[src/rtl/nn_pkg.sv]
`default_nettype none
// +--------------------------------------------------------------------------+
// | nn_pkg : state encoding, buffer codes and MLP layer table                |
// | Revision 1.0                                                             |
// +--------------------------------------------------------------------------+
package nn_pkg;

  typedef enum logic [3:0] {
    ST_IDLE         = 4'd0,
    ST_WAIT_DATA    = 4'd1,
    ST_MM_START     = 4'd2,
    ST_MM_WAIT      = 4'd3,
    ST_RELU_START   = 4'd4,
    ST_RELU_WAIT    = 4'd5,
    ST_NEXT         = 4'd6,
    ST_ARGMAX_START = 4'd7,
    ST_ARGMAX_WAIT  = 4'd8,
    ST_DONE         = 4'd9,
    ST_ERROR        = 4'd10
  } state_t;

  localparam logic [1:0] SRC_IMG = 2'd0;
  localparam logic [1:0] SRC_A   = 2'd1;
  localparam logic [1:0] SRC_B   = 2'd2;

  localparam int NUM_CLASSES  = 10;
  localparam int TABLE_LAYERS = 4;

  // 784-64-64-32-10 network; the last layer feeds argmax without relu
  localparam logic [9:0] LAYER_N    [TABLE_LAYERS] = '{10'd64,  10'd64, 10'd32, 10'd10};
  localparam logic [9:0] LAYER_K    [TABLE_LAYERS] = '{10'd784, 10'd64, 10'd64, 10'd32};
  localparam logic       LAYER_RELU [TABLE_LAYERS] = '{1'b1, 1'b1, 1'b1, 1'b0};

  // Input of a layer is the previous layer's destination buffer
  function automatic logic [1:0] src_for_layer(input logic [1:0] idx);
    if (idx == 2'd0) return SRC_IMG;
    return idx[0] ? SRC_A : SRC_B;
  endfunction

endpackage
`default_nettype wire

[src/rtl/nn_watchdog.sv]
`default_nettype none
// +--------------------------------------------------------------------------+
// | nn_watchdog : wait-state cycle counter, expires at TIMEOUT_CYCLES-1      |
// | Revision 1.0                                                             |
// +--------------------------------------------------------------------------+
module nn_watchdog #(
  parameter int TIMEOUT_CYCLES = 1048576
) (
  input  logic clk,
  input  logic resetn,
  input  logic clear,
  input  logic enable,
  output logic expire
);

  localparam int               CNT_W = (TIMEOUT_CYCLES > 2) ? $clog2(TIMEOUT_CYCLES) : 1;
  localparam logic [CNT_W-1:0] LAST  = CNT_W'(TIMEOUT_CYCLES - 1);

  logic [CNT_W-1:0] cnt_q, cnt_d;

  // Saturates at LAST so a stalled owner never sees the count wrap
  always_comb begin
    cnt_d = cnt_q;
    if (clear) begin
      cnt_d = '0;
    end else if (enable && (cnt_q != LAST)) begin
      cnt_d = cnt_q + CNT_W'(1);
    end
  end

  always_ff @(posedge clk or negedge resetn) begin
    if (!resetn) cnt_q <= '0;
    else         cnt_q <= cnt_d;
  end

  assign expire = enable && (cnt_q == LAST);

endmodule
`default_nettype wire

[src/rtl/nn_layer_sequencer.sv]
`default_nettype none
// +--------------------------------------------------------------------------+
// | nn_layer_sequencer : time-shares mm/relu engines over all MLP layers     |
// | Revision 1.0                                                             |
// +--------------------------------------------------------------------------+
module nn_layer_sequencer
  import nn_pkg::*;
#(
  parameter int NUM_LAYERS     = 4,
  parameter int DIM_W          = 10,
  parameter int CLASS_W        = 4,
  parameter int TIMEOUT_CYCLES = 1048576
) (
  input  logic               clk,
  input  logic               resetn,
  input  logic               start,
  input  logic               abort,
  input  logic               data_ready,
  input  logic               mm_done,
  input  logic               relu_done,
  input  logic               argmax_done,
  input  logic [CLASS_W-1:0] argmax_index,
  output logic               mm_start,
  output logic [DIM_W-1:0]   mm_n,
  output logic [DIM_W-1:0]   mm_k,
  output logic               relu_start,
  output logic [DIM_W-1:0]   relu_d,
  output logic               argmax_start,
  output logic [DIM_W-1:0]   argmax_size,
  output logic [1:0]         src_sel,
  output logic               dst_sel,
  output logic [1:0]         wgt_sel,
  output logic [1:0]         layer_idx,
  output logic               busy,
  output logic               done,
  output logic [CLASS_W-1:0] result,
  output logic               timeout_err
);

  localparam logic [1:0] LAST_LAYER = 2'(NUM_LAYERS - 1);

  state_t             state_q, state_d;
  logic [1:0]         layer_idx_q, layer_idx_d;
  logic [DIM_W-1:0]   mm_n_q, mm_n_d, mm_k_q, mm_k_d, relu_d_q, relu_d_d;
  logic [DIM_W-1:0]   argmax_size_q, argmax_size_d;
  logic [1:0]         src_sel_q, src_sel_d, wgt_sel_q, wgt_sel_d;
  logic               dst_sel_q, dst_sel_d;
  logic [CLASS_W-1:0] result_q, result_d;
  logic               timeout_err_q, timeout_err_d;
  logic               load_cfg, wd_clear, wd_enable, wd_expire;

  always_comb begin
    state_d       = state_q;
    layer_idx_d   = layer_idx_q;
    result_d      = result_q;
    timeout_err_d = timeout_err_q;
    unique case (state_q)
      ST_IDLE: if (start) begin
        state_d       = ST_WAIT_DATA;
        timeout_err_d = 1'b0;
      end
      ST_WAIT_DATA: begin
        if (data_ready)     state_d = ST_MM_START;
        else if (wd_expire) state_d = ST_ERROR;
      end
      ST_MM_START: state_d = ST_MM_WAIT;
      ST_MM_WAIT: begin
        if (mm_done)        state_d = LAYER_RELU[layer_idx_q] ? ST_RELU_START : ST_NEXT;
        else if (wd_expire) state_d = ST_ERROR;
      end
      ST_RELU_START: state_d = ST_RELU_WAIT;
      ST_RELU_WAIT: begin
        if (relu_done)      state_d = ST_NEXT;
        else if (wd_expire) state_d = ST_ERROR;
      end
      ST_NEXT: begin
        if (layer_idx_q == LAST_LAYER) begin
          state_d = ST_ARGMAX_START;
        end else begin
          layer_idx_d = layer_idx_q + 2'd1;
          state_d     = ST_MM_START;
        end
      end
      ST_ARGMAX_START: state_d = ST_ARGMAX_WAIT;
      ST_ARGMAX_WAIT: begin
        if (argmax_done) begin
          result_d = argmax_index;
          state_d  = ST_DONE;
        end else if (wd_expire) begin
          state_d = ST_ERROR;
        end
      end
      ST_DONE: begin
        state_d     = ST_IDLE;
        layer_idx_d = 2'd0;
      end
      ST_ERROR: state_d = ST_ERROR;
      default:  state_d = ST_IDLE;
    endcase
    if ((state_d == ST_ERROR) && (state_q != ST_ERROR)) timeout_err_d = 1'b1;
    // abort wins over everything, but leaves result and the error flag alone
    if (abort) begin
      state_d       = ST_IDLE;
      layer_idx_d   = 2'd0;
      result_d      = result_q;
      timeout_err_d = timeout_err_q;
    end
  end

  assign load_cfg      = (state_d == ST_MM_START) && (state_q != ST_MM_START);
  assign mm_n_d        = load_cfg ? DIM_W'(LAYER_N[layer_idx_d]) : mm_n_q;
  assign mm_k_d        = load_cfg ? DIM_W'(LAYER_K[layer_idx_d]) : mm_k_q;
  assign relu_d_d      = load_cfg ? DIM_W'(LAYER_N[layer_idx_d]) : relu_d_q;
  assign src_sel_d     = load_cfg ? src_for_layer(layer_idx_d)   : src_sel_q;
  assign dst_sel_d     = load_cfg ? layer_idx_d[0]               : dst_sel_q;
  assign wgt_sel_d     = load_cfg ? layer_idx_d                  : wgt_sel_q;
  assign argmax_size_d = ((state_d == ST_ARGMAX_START) && (state_q != ST_ARGMAX_START))
                         ? DIM_W'(LAYER_N[LAST_LAYER]) : argmax_size_q;

  always_ff @(posedge clk or negedge resetn) begin
    if (!resetn) begin
      state_q       <= ST_IDLE;
      layer_idx_q   <= 2'd0;
      mm_n_q        <= '0;
      mm_k_q        <= '0;
      relu_d_q      <= '0;
      argmax_size_q <= '0;
      src_sel_q     <= 2'd0;
      dst_sel_q     <= 1'b0;
      wgt_sel_q     <= 2'd0;
      result_q      <= '0;
      timeout_err_q <= 1'b0;
    end else begin
      state_q       <= state_d;
      layer_idx_q   <= layer_idx_d;
      mm_n_q        <= mm_n_d;
      mm_k_q        <= mm_k_d;
      relu_d_q      <= relu_d_d;
      argmax_size_q <= argmax_size_d;
      src_sel_q     <= src_sel_d;
      dst_sel_q     <= dst_sel_d;
      wgt_sel_q     <= wgt_sel_d;
      result_q      <= result_d;
      timeout_err_q <= timeout_err_d;
    end
  end

  // The state preceding each wait state zeroes the count
  assign wd_clear  = (state_q == ST_IDLE) || (state_q == ST_MM_START) ||
                     (state_q == ST_RELU_START) || (state_q == ST_ARGMAX_START);
  assign wd_enable = (state_q == ST_WAIT_DATA) || (state_q == ST_MM_WAIT) ||
                     (state_q == ST_RELU_WAIT) || (state_q == ST_ARGMAX_WAIT);

  nn_watchdog #(.TIMEOUT_CYCLES(TIMEOUT_CYCLES)) u_watchdog (
    .clk    (clk),
    .resetn (resetn),
    .clear  (wd_clear),
    .enable (wd_enable),
    .expire (wd_expire)
  );

  assign mm_start     = (state_q == ST_MM_START);
  assign relu_start   = (state_q == ST_RELU_START);
  assign argmax_start = (state_q == ST_ARGMAX_START);
  assign busy         = (state_q != ST_IDLE);
  assign done         = (state_q == ST_DONE);
  assign mm_n         = mm_n_q;
  assign mm_k         = mm_k_q;
  assign relu_d       = relu_d_q;
  assign argmax_size  = argmax_size_q;
  assign src_sel      = src_sel_q;
  assign dst_sel      = dst_sel_q;
  assign wgt_sel      = wgt_sel_q;
  assign layer_idx    = layer_idx_q;
  assign result       = result_q;
  assign timeout_err  = timeout_err_q;

endmodule
`default_nettype wire

[config.mk]
export PLATFORM = sky130hd
export DESIGN_NAME = nn_layer_sequencer
export DESIGN_NICKNAME = d
export VERILOG_FILES = /design/src/rtl/nn_pkg.sv /design/src/rtl/nn_watchdog.sv /design/src/rtl/nn_layer_sequencer.sv
export SDC_FILE = /design/constraint.sdc
export NUM_CORES = 1
export LEC_CHECK = 0
export ABC_AREA = 1
export CORE_MARGIN = 1.5
export CORE_UTILIZATION = 30
export CTS_CLUSTER_DIAMETER = 80
export DETAILED_ROUTE_END_ITERATION = 8
export MAX_ROUTING_LAYER = met4
export SETUP_SLACK_MARGIN = 0.02
export SLEW_MARGIN = 10
export SYNTH_ARGS = -nofsm -noshare
export SYNTH_HDL_FRONTEND = slang
export SYNTH_SLANG_ARGS = --single-unit
[constraint.sdc]
create_clock -name clk -period 5.4 [get_ports clk]
set_input_delay 0.54 -clock clk [delete_from_list [all_inputs] [get_ports clk]]
set_output_delay 0.54 -clock clk [all_outputs]
set_load 0.02 [all_outputs]
* Word level (Yosys, flattened, before mapping)
Index checks and enable logic that the tools add are counted.
** Cells by class
- Div/mod/pow operators :: 0
- Eq/ne operators :: 19
- Order comparisons :: 2
- Multipliers :: 0
- Bitwise operators :: 3
- Reduce and logical (&&, ||, !) cells :: 19
- Shift-type cells :: 0
- Add/subtract/negate cells :: 2
- Muxes and demuxes :: 31
** Operators by type and width (count)
- 10-bit binary-select mux with 2-bit select :: 2
- 10-bit two-way mux :: 4
- 20-bit two-way mux :: 2
- 4-bit one-hot mux with 10 select lines :: 1
- 4-bit two-way mux :: 7
- 20-bit by 1-bit adder with 20-bit output, second input constant :: 1
- 20-bit == test, second input constant :: 1
- 4-bit by 3-bit == test with 1-bit output, second input constant :: 5
- 20-bit != test, second input constant :: 1
- 4-bit == test, second input constant :: 4
- 4-bit by 2-bit == test with 1-bit output, second input constant :: 3
- 2-bit two-way mux :: 6
- 3-bit >= comparator, second input constant :: 2
- 1-bit logical OR :: 6
- 1-bit two-way mux :: 6
- 2-bit inverter with 3-bit output :: 2
- 3-bit AND reduction :: 2
- 2-bit nonzero test :: 3
- 1-bit logical AND :: 5
- 4-bit by 1-bit == test with 1-bit output, second input constant :: 1
- 4-bit logical NOT :: 1
- 4-bit by 2-bit != test with 1-bit output, second input constant :: 1
- 4-bit by 3-bit != test with 1-bit output, second input constant :: 1
- 4-bit != test, second input constant :: 1
- 8 further kinds :: 8
** Word-level totals
- Register bits :: 57
- Input port bits :: 12
- Bits in latches :: 0
- ROM bits :: 0
- Memories kept :: 0
- Memory bits (writable) :: 0

* Longest topological paths before layout
- Depth in word-level cells :: 12
- Gate-level depth with buffers :: 14
- Mapped depth without buffers :: 14

* By module
Synthesis repeated with hierarchy kept, for this count alone.
** Unflattened totals
- Cell total of the unflattened synthesis :: 407
- Area total of the unflattened synthesis :: 2847.7 um^2
** Modules (own cells, without submodules)
- nn_layer_sequencer :: cells an instance 202, sequential area each 475.5 um^2, area an instance 1505.2 um^2, instances 1
- nn_watchdog :: cells an instance 205, sequential area each 500.5 um^2, area an instance 1342.5 um^2, instances 1

* Worst setup path after synthesis
Ideal clock, no wire load.
- Path type :: register -> register
- Start point :: reg u_watchdog.cnt_q[0]
- End point :: reg u_watchdog.cnt_q[14]
- Setup time :: 0.128 ns
- Path buffers :: 0
- Data arrival time :: 1.604 ns
- Cell stages (with the launch flop) :: 9
- Clock period less this slack :: 1.732 ns
- Slack :: 3.668 ns
- Cells stage by stage :: dfrtp_1 ha_1 inv_2 nor2_4 nand2_2 or3b_2 or2_2 nand4_1 o21ai_0
** On the way
- Cells in the longest elaborated chain, start to end :: 3
** Ends and longest elaborated chain
- start: declaration :: line nn_watchdog.sv:19 : logic [CNT_W-1:0] cnt_q, cnt_d;
- start signal: assignment :: line nn_watchdog.sv:33 : else cnt_q <= cnt_d;
- 20-bit by 1-bit adder with 20-bit output or 20-bit != test (tied branches) :: line nn_watchdog.sv:27, nn_watchdog.sv:26
- 20-bit two-way mux or 1-bit logical AND (tied branches) :: line nn_watchdog.sv:26 : end else if (enable && (cnt_q != LAST)) begin
- 20-bit two-way mux or 2-bit nonzero test (tied branches)
Several ways; a longest one is shown, not always the timed one. The select of a mux whose other input is x is not followed.
A chain may end at the register's enable or synchronous reset.

* Final worst setup path
- Start point :: reg state_q[3]
- End point :: out argmax_start
** On the way
- Cells in the longest elaborated chain, start to end :: 1
** Ends and longest elaborated chain
- start: declaration :: line nn_layer_sequencer.sv:42 : state_t state_q, state_d;
- start signal: assignment :: line nn_layer_sequencer.sv:134 : state_q <= state_d;
- 4-bit by 3-bit == test with 1-bit output :: line nn_layer_sequencer.sv:164 : assign argmax_start = (state_q == ST_ARGMAX_START);
- end: declaration :: line nn_layer_sequencer.sv:28 : output logic argmax_start,
No other way between the ends.

==> flow_summary_export.csv <==
group,metric,value,unit
outcome,outcome,"finished clean",
setup_path,cp-end-kind,"primary output",
clocking,htreeDepth,2,
placement,place_congestion,0.8454,
routing,drtIter0Drc,123,
final_layout,nets,393,
timing,fin_worst_skew,0.01068,ns
setup_path,rr_worst_depth,7,
timing,setup_viol,0,
timing,rsz0062_at_grt,"no",
setup_path,critPathMaxFanout,6,
grt,grt_overflow_total,0,
timing,fmax,400.0,MHz
placement,port_buffers,43,
pwr,max-vdd-ir-drop,0.1112,mV
pwr,leakage,1.441,nW
clocking,cts.sinks,39,
synthesis,yosysMostFrequentCell,"nand2_1",
routing,drcViolationCount,0,
synthesis,synth_cell_types,34,
die,ioPinCount,69,
routing,drt.antenna.violating_nets,0,
pwr,powerDensity,252.2,mW/mm^2
synthesis,synthArstFlopShare,1.000,
die,die_h,96.07,um
synthesis,synth_seq_cells,39,
die,rows,33,
synthesis,synthFlopType,"dfrtp_1",
timing,maxSlewViolCount,0,
clocking,cts_tree,"built",
clocking,post-cts-setup-buffers,0,
grt,grtUsageTotal,0.1342,
grt,grt_pass1_vias,2037,
final_layout,drive_gt1_frac,0.1138,
clocking,clk_pin_slew,0.08,ns
routing,avgRoutedWirePerCell,11.40,um
clocking,insertion_delay,0.29,ns
placement,dp_hpwl,4338,um
die,die_w,96.07,um
grt,top_usage_layer,"met2",
synthesis,synth_top_area_cell,"dfrtp_1",
grt,grt_use_met2,0.2048,
timing,finalSetupTns,0,ns
clocking,cts_buffer_depth,2,
synthesis,yosys_warnings,0,
timing,final-hold-violation-count,0,
setup_path,arrival,1.96,ns
synthesis,syn_inst,341,
timing,layout_min_cycle_time,2.500,ns
clocking,cts_buffers,5,
setup_path,r2r_setup_slack,3.26,ns
final_layout,area_delta_synth_final,18.44,%
final_layout,post-route-util,0.3709,
routing,viasPerCell,4.542,
synthesis,synth_area_leaders,"dfrtp_1 (38%), nand2_1 (11%), buf_4 (11%)",
synthesis,syn_area,0.002599,mm^2
setup_path,cp_data_required_time,4.86,ns
die,coreArea,0.008299,mm^2
routing,drt_wl_total,5504,um
grt,grtUsageMet3,0.02528,
grt,grt_use_met1,0.1754,
setup_path,crit_type,"register to primary output",
synthesis,avgSynthCellArea,7.621,um^2
grt,grt_max_degree,40,
setup_path,r2r-end,"u_watchdog.cnt_q[19]",
setup_path,start_kind,"register",
die,design.die.area,0.009229,mm^2
final_layout,n_antenna_cell,0,
hold_path,hold_class,"input pin to asynchronous set/reset pin",
grt,antenna_found_initial,0,
setup_path,rr_startpoint,"state_q[3]",
timing,slew-limit-headroom,0.4175,
synthesis,synth_top_area_share,0.3755,
run,maxCapViolCount,0,
grt,grt_pass1_wl,9349,um
routing,via_count,2194,
timing,tightest_slew,0.8737,ns
clocking,cts_root_buf,"clkbuf_8",
timing,timing.final.crit_share,0.4629,
clocking,cts_hold_buf,0,
synthesis,ys_seq_area_frac,0.3755,
synthesis,synth_edf_count,0,
clocking,cts.repair.resized,0,
synthesis,yosys-top-cells-count,"nand2_1 (78), inv_1 (42), dfrtp_1 (39)",
die,start_util,0.3131,
routing,firstDrtPassIters,4,
## per-stage QoR
stage | hold WS, ns | power [mW] | area, um^2 | cells | setup slack, ns
detailed placement | 0.4684 | 0.5295 | 2960 | 475 | 3.227
global placement | 0.4623 | 0.5281 | 2960 | 475 | 3.250
floorplan | 0.2444 | 0.4780 | 2689 | 365 | 3.668
finish | 0.3606 | 0.7762 | 3078 | 483 | 2.900
CTS | 0.3973 | 0.7864 | 3078 | 483 | 2.900
global route | 0.4294 | 0.8199 | 3078 | 483 | 2.806
## worst max-delay path: stages (launching register included)
cell and delay (ns):
dfrtp_1 0.41, inv_2 0.13, nand2_1 0.12, nor2_1 0.32, clkdlybuf4s50_1 0.69
## registers in the layout, summed over array words and instances, names as in the netlist
signal            count
relu_d                2
argmax_size           1
u_watchdog.cnt_q     20
wgt_sel               1
src_sel               1
result                4
layer_idx             2
timeout_err           1
mm_k                  3
state_q               4
## layer usage
layer,up-vias,share of wire
met5,-,0
met4,0,0.014
met3,5,0.047
met2,60,0.45
met1,1026,0.48
li1,1103,-
## how the worst max path moves through the flow
stage                                    from                    to  slack (ns)  depth (start not counted)
after CTS                          state_q[3]          argmax_start        2.90                          4
final                              state_q[3]          argmax_start        2.90                          4
after floorplan           u_watchdog.cnt_q[0]  u_watchdog.cnt_q[14]        3.67                          8
after detailed placement           state_q[3]          argmax_start        3.23                          4
after global routing               state_q[3]          argmax_start        2.81                          4
after global placement            argmax_done            wgt_sel[1]        3.25                          9
## layout by cell type, fill, tap and decap left out, drive strengths merged
cell type / Yosys / final
xor2: 1 / 1
o211ai: 2 / 2
nand3: 20 / 20
o21ai: 18 / 18
a21oi: 7 / 7
ha: 4 / 4
conb: 1 / 25
nand4: 14 / 14
clkinv: 1 / 2
o211a: 1 / 1
nor3: 9 / 9
a211oi: 1 / 1
a2bb2oi: 1 / 1
nand3b: 2 / 2
dfrtp: 39 / 39
nand2: 86 / 86
clkdlybuf4s50: 0 / 42
or2: 5 / 5
buf: 38 / 1
bufinv: 0 / 1
o311a: 1 / 1
a31oi: 3 / 3
inv: 46 / 46
clkbuf: 0 / 6
o21bai: 2 / 2
or3b: 1 / 1
nor2: 34 / 34
mux2: 4 / 4
## final cells by class
type / count / area [um^2]
fillers: 865 / 5221
flip-flops and latches: 39 / 975.9
clock inverters: 2 / 35.03
well taps: 105 / 131.4
clock buffers: 6 / 82.58
multi-input cells: 241 / 1251
inverters: 47 / 176.4
repair buffers: 43 / 425.4
## logic make-up (layout without fill, tap and decap cells)
logic type                 after synthesis  after routing  synth area share
and+or+nand+nor                        171            171            0.3154
buffers and inverters                   85             98            0.1777
DFF                                     39             39            0.3755
AOI/OAI and AO/OA                       36             36           0.09004
adders and majority gates                4              4           0.01926
muxes                                    4              4           0.01733
other                                    1             25          0.001443
xor gates and xnor gates                 1              1          0.003371
## report_power, final
group	total, mW	switching (mW)	internal, mW	leakage [nW]
combinational	0.201	0.126	0.0753	0.846
sequential	0.321	0.0131	0.308	0.534
clock	0.254	0.105	0.150	0.0612
total	0.776	0.244	0.532	1.44
Note: power is estimated with default switching activity, not from simulation.
